--- src/rtl/cpu_pkg.sv ---
// Shared definitions for the CPU memory-interface slice: bus widths,
// memory-interface FSM states and the timeout counter width.
package cpu_pkg;

    localparam int DATA_W_DEF = 32;
    localparam int ADDR_W_DEF = 16;
    localparam int TO_CNT_W   = 8;

    typedef enum logic [1:0] {
        IDLE     = 2'd0,
        ACCESS   = 2'd1,
        COMPLETE = 2'd2
    } miu_state_t;

endpackage

--- src/rtl/mem_iface_fsm.sv ---
// Handshake sequencer for the memory interface: IDLE -> ACCESS -> COMPLETE.
// Define MIU_TIMEOUT_EN to abort ACCESS after TIMEOUT_CYC cycles without an ack.
module mem_iface_fsm
    import cpu_pkg::*;
#(
    parameter int TIMEOUT_CYC = 255
) (
    input  logic clk,
    input  logic rst_n,
    input  logic rm,
    input  logic wmem,
    input  logic mem_ack,
    output logic mem_req,
    output logic mem_we,
    output logic mem_busy,
    output logic mem_done,
    output logic mem_err,
    output logic load_en,
    output logic rd_capture
);

    miu_state_t state_q, state_d;
    logic       we_q;
    logic       accept;
    logic       timeout_hit;

`ifdef MIU_TIMEOUT_EN
    logic [TO_CNT_W-1:0] cnt_q;
    logic                err_q;

    assign timeout_hit = (cnt_q == TO_CNT_W'(TIMEOUT_CYC - 1));
    assign mem_err     = err_q;

    // An ack on the limit cycle wins, so the error only sets on a bare timeout.
    always_ff @(posedge clk or negedge rst_n) begin
        if (!rst_n) begin
            cnt_q <= '0;
            err_q <= 1'b0;
        end else if (accept) begin
            cnt_q <= '0;
            err_q <= 1'b0;
        end else if (state_q == ACCESS) begin
            cnt_q <= cnt_q + 1'b1;
            if (!mem_ack && timeout_hit) begin
                err_q <= 1'b1;
            end
        end
    end
`else
    logic unused_timeout;

    assign unused_timeout = ^TIMEOUT_CYC;
    assign timeout_hit    = 1'b0;
    assign mem_err        = 1'b0;
`endif

    always_ff @(posedge clk or negedge rst_n) begin
        if (!rst_n) begin
            state_q <= IDLE;
            we_q    <= 1'b0;
        end else begin
            state_q <= state_d;
            if (accept) begin
                we_q <= wmem;
            end
        end
    end

    always_comb begin
        state_d    = state_q;
        load_en    = 1'b0;
        accept     = 1'b0;
        rd_capture = 1'b0;
        case (state_q)
            IDLE, COMPLETE: begin
                load_en = 1'b1;
                if (rm || wmem) begin
                    accept  = 1'b1;
                    state_d = ACCESS;
                end else begin
                    state_d = IDLE;
                end
            end
            ACCESS: begin
                if (mem_ack) begin
                    rd_capture = !we_q;
                    state_d    = COMPLETE;
                end else if (timeout_hit) begin
                    state_d = COMPLETE;
                end
            end
            default: state_d = IDLE;
        endcase
    end

    assign mem_req  = (state_q == ACCESS);
    assign mem_busy = (state_q == ACCESS);
    assign mem_done = (state_q == COMPLETE);
    assign mem_we   = we_q;

endmodule

--- src/rtl/mem_iface_unit.sv ---
// Memory interface stage: owns MAR/MDR, drives the req/ack handshake and
// reports busy/done to the sequencer. Optional timeout via MIU_TIMEOUT_EN.
module mem_iface_unit
    import cpu_pkg::*;
#(
    parameter int DATA_W      = DATA_W_DEF,
    parameter int ADDR_W      = ADDR_W_DEF,
    parameter int TIMEOUT_CYC = 255
) (
    input  logic              clk,
    input  logic              rst_n,
    input  logic [DATA_W-1:0] bus_in,
    input  logic              wmar,
    input  logic              wmdr,
    input  logic              rmdr,
    input  logic              rm,
    input  logic              wmem,
    output logic [DATA_W-1:0] bus_out,
    output logic              bus_oe,
    output logic [ADDR_W-1:0] mar_q,
    output logic              mem_req,
    output logic              mem_we,
    output logic [ADDR_W-1:0] mem_addr,
    output logic [DATA_W-1:0] mem_wdata,
    input  logic              mem_ack,
    input  logic [DATA_W-1:0] mem_rdata,
    output logic              mem_busy,
    output logic              mem_done,
    output logic              mem_err
);

    logic [ADDR_W-1:0] mar;
    logic [DATA_W-1:0] mdr;
    logic              load_en;
    logic              rd_capture;

    mem_iface_fsm #(
        .TIMEOUT_CYC (TIMEOUT_CYC)
    ) u_fsm (
        .clk        (clk),
        .rst_n      (rst_n),
        .rm         (rm),
        .wmem       (wmem),
        .mem_ack    (mem_ack),
        .mem_req    (mem_req),
        .mem_we     (mem_we),
        .mem_busy   (mem_busy),
        .mem_done   (mem_done),
        .mem_err    (mem_err),
        .load_en    (load_en),
        .rd_capture (rd_capture)
    );

    // Loads share the accepting edge, so a new transaction sees fresh MAR/MDR.
    always_ff @(posedge clk or negedge rst_n) begin
        if (!rst_n) begin
            mar <= '0;
            mdr <= '0;
        end else begin
            if (load_en && wmar) begin
                mar <= bus_in[ADDR_W-1:0];
            end
            if (rd_capture) begin
                mdr <= mem_rdata;
            end else if (load_en && wmdr) begin
                mdr <= bus_in;
            end
        end
    end

    assign bus_out   = rmdr ? mdr : '0;
    assign bus_oe    = rmdr;
    assign mar_q     = mar;
    assign mem_addr  = mar;
    assign mem_wdata = mdr;

endmodule

--- config.mk ---
export PLATFORM = sky130hd
export DESIGN_NAME = mem_iface_unit
export DESIGN_NICKNAME = d
export VERILOG_FILES = /design/src/rtl/cpu_pkg.sv /design/src/rtl/mem_iface_fsm.sv /design/src/rtl/mem_iface_unit.sv
export SDC_FILE = /design/constraint.sdc
export NUM_CORES = 1
export LEC_CHECK = 0
export CAP_MARGIN = 30
export CORE_MARGIN = 5
export CORE_UTILIZATION = 30
export DETAILED_ROUTE_END_ITERATION = 8
export DONT_BUFFER_PORTS = 1
export PLACE_DENSITY = 0.42
export SYNTH_ARGS = -nofsm -noshare
export SYNTH_HDL_FRONTEND = slang
export SYNTH_SLANG_ARGS = --single-unit
export TNS_END_PERCENT = 50
--- constraint.sdc ---
create_clock -name clk -period 1.7 [get_ports clk]
set_input_delay 0.51 -clock clk [delete_from_list [all_inputs] [get_ports clk]]
set_output_delay 0.51 -clock clk [all_outputs]
set_load 0.02 [all_outputs]
==> reports/metrics.cfg <==
[status]
status=finished, violations left
violations=negative hold slack

[clock_network]
htreeDepth=2
cts_setup_buffers=0
clk_pin_slew_ps=100
clk_path_buf_depth=2
cts_made_buffers=5
root_buffer=clkbuf_8
clk_latency_ps=300
cts_tree=yes
cts_sinks=51

[synthesis]
syn_area_mm2=0.002648
synth_warnings=0
avgSynthCellArea_um2=10.90
ys_async_sr_fraction_pct=100.0
synth_top_area_cell=dfrtp_1
synth_cells=243
ys_types=20
syn_nets=315
yosysSeqAreaShare_pct=48.20
synthTopCellsByArea=dfrtp_1, mux2i_1, and2_1
synth-seq-cells=51
synthFlopType=dfrtp_1
synth_top_area_share_pct=48.20
yosysMostFrequentCell=dfrtp_1
synth-edff-count=0
synth_common_cells=dfrtp_1, and2_1, mux2i_1, nand2_1, buf_4

[worst_setup_path]
worstPathCellList=and2_1
setup.worst_path.start=mem_wdata[20]$_DFFE_PN0P_
r2r_start=u_fsm.mem_we$_DFFE_PN0P_
critPathMaxStageDelay_ps=510
cp.required_ps=1190
path_buf_inv=0
critPathTopFamily=flip-flops
critical-path-slowest-cell=dfrtp_1
endpoint_kind=output pin
arrival_ps=1120
worstPathMaxFanout=3
worstSetupPathType=flip-flop to output pin
start_kind=flip-flop

[final_layout]
area_growth_pct=0.7562
nets=291
diodes=0
drive_gt1_share_pct=13.18
fin_cells=328

[sta]
setup_viol=0
finalClockSkew_ps=4.072
min_period_ps=1632
fmax_mhz=612.6
grt_setup_unrepaired=no
hold_slack_ps=-107.6
fin_crit_sh_pct=96.03
drv_slew=0
hold_violations=51
setup_tns_ps=0

[place]
gp_congestion=0.6896
dp_hpwl_um=4363
numPlacedInstances=320
port-buffer-count=0

[drt]
drc=0
first_iter_violations=42
ant_nets=0
vias_per_cell=4.881
first_pass_iters=4
wl_per_cell_um=19.15
vias=1601
wirelength_um=6281

[global_route]
grt_max_degree=65
grt_pass1_wl_um=10090
antenna_found_initial=0
grt_pass1_vias=1792
grt_use_total_pct=11.51
overflow=0

[pwr]
totalPowerFinal_uw=5270
p_clk_share_pct=13.2
netSwitchingPower_uw=2591
powerDensity_mw_per_mm2=1976
leakagePower_uw=0.001102
pwr-share-seq_pct=60.1
switching_share_pct=49.16
p_int_uw=2679
worst_ir_drop_vdd_mv=0.7290
pwr-share-comb_pct=26.7

[floorplanning]
rows=34
die-area_mm2=0.01080
coreArea_mm2=0.008678
fp.dieH_um=103.9
die_x_um=103.9
num_io_pins=174
initial_core_util_pct=30.51

[min_path]
hp-class=primary input to asynchronous set/reset pin

[run]
cap_violations=0

-- per-stage QoR --
stage | utilization [%] | cell area, µm² | setup WS [ps]
floorplan | - | 2648 | 152.0
finish | 30.74 | 2668 | 67.52
global placement | 29.79 | 2585 | 346.7
CTS | 30.74 | 2668 | 36.99
detailed placement | 29.79 | 2585 | 313.5
global route | 30.74 | 2668 | 13.00
-- sequential cells by signal (all words and copies together), names as in the netlist --
| register | cells |
|---|---|
| u_fsm.mem_we | 1 |
| u_fsm.state_q | 2 |
| mar_q | 16 |
| mem_wdata | 32 |
-- cells by family after synthesis --
family | share of synthesized area [%]
buf+inv | 10.59
mux | 20.32
simple gates | 13.80
other cells | 0.1416
flops | 48.20
compound gates | 6.947
-- path summary, 6_finish.rpt --
kind,endpoint,slack [ps],cells past startpoint
max,bus_out[20],70,1
min,mar_q[3]$_DFFE_PN0P_,-110,0
max reg2reg,mem_wdata[18]$_DFFE_PN0P_,340,4
min reg2reg,u_fsm.mem_we$_DFFE_PN0P_,590,1
max in group asynchronous,mem_wdata[10]$_DFFE_PN0P_,1720,0
min in group clk,mem_wdata[8]$_DFFE_PN0P_,320,2
-- what timing repair did --
item	CTS	global route
endpoints found under the setup margin	2	0
hold endpoints to repair	51	51
gates resized for setup	1	0
-- cell type report --
cell class	count	area [µm²]
Fill cell	912	6011
Sequential cell	51	1277
Multi-Input combinational cell	155	1099
Tap cell	108	135.1
Clock buffer	7	76.32
Timing Repair Buffer	4	67.56
Inverter	2	7.507
Clock inverter	1	5.005
-- power by group through the flow --
| stage | clock network (µW) | logic, µW | registers [µW] |
|---|---|---|---|
| final | 693 | 1410 | 3170 |
| after global placement | 0 | 1400 | 3220 |
| after global routing | 789 | 1560 | 3280 |
| after detailed placement | 0 | 1440 | 3200 |
| after floorplan | 0 | 1740 | 2820 |
| after CTS | 746 | 1440 | 3190 |
-- metal layers --
metal | wire (µm) | track usage [%]
met1 | 2516 | 13.43
met2 | 3089 | 19.22
met3 | 600 | 4.904
met4 | 74 | 3.330
met5 | 0 | 0
-- placed cells by master (no fill, tap or decap), types with 2 or more instances in the layout --
master and count:
buf_12 3, mux2i_1 32, clkbuf_8 5, o21ai_0 15, mux2_4 10, o21ai_1 20, and2_1 33, clkbuf_1 2
nand2_1 32, mux2_2 6, dfrtp_1 50, inv_1 2
Power figures use the tool's default switching activity.
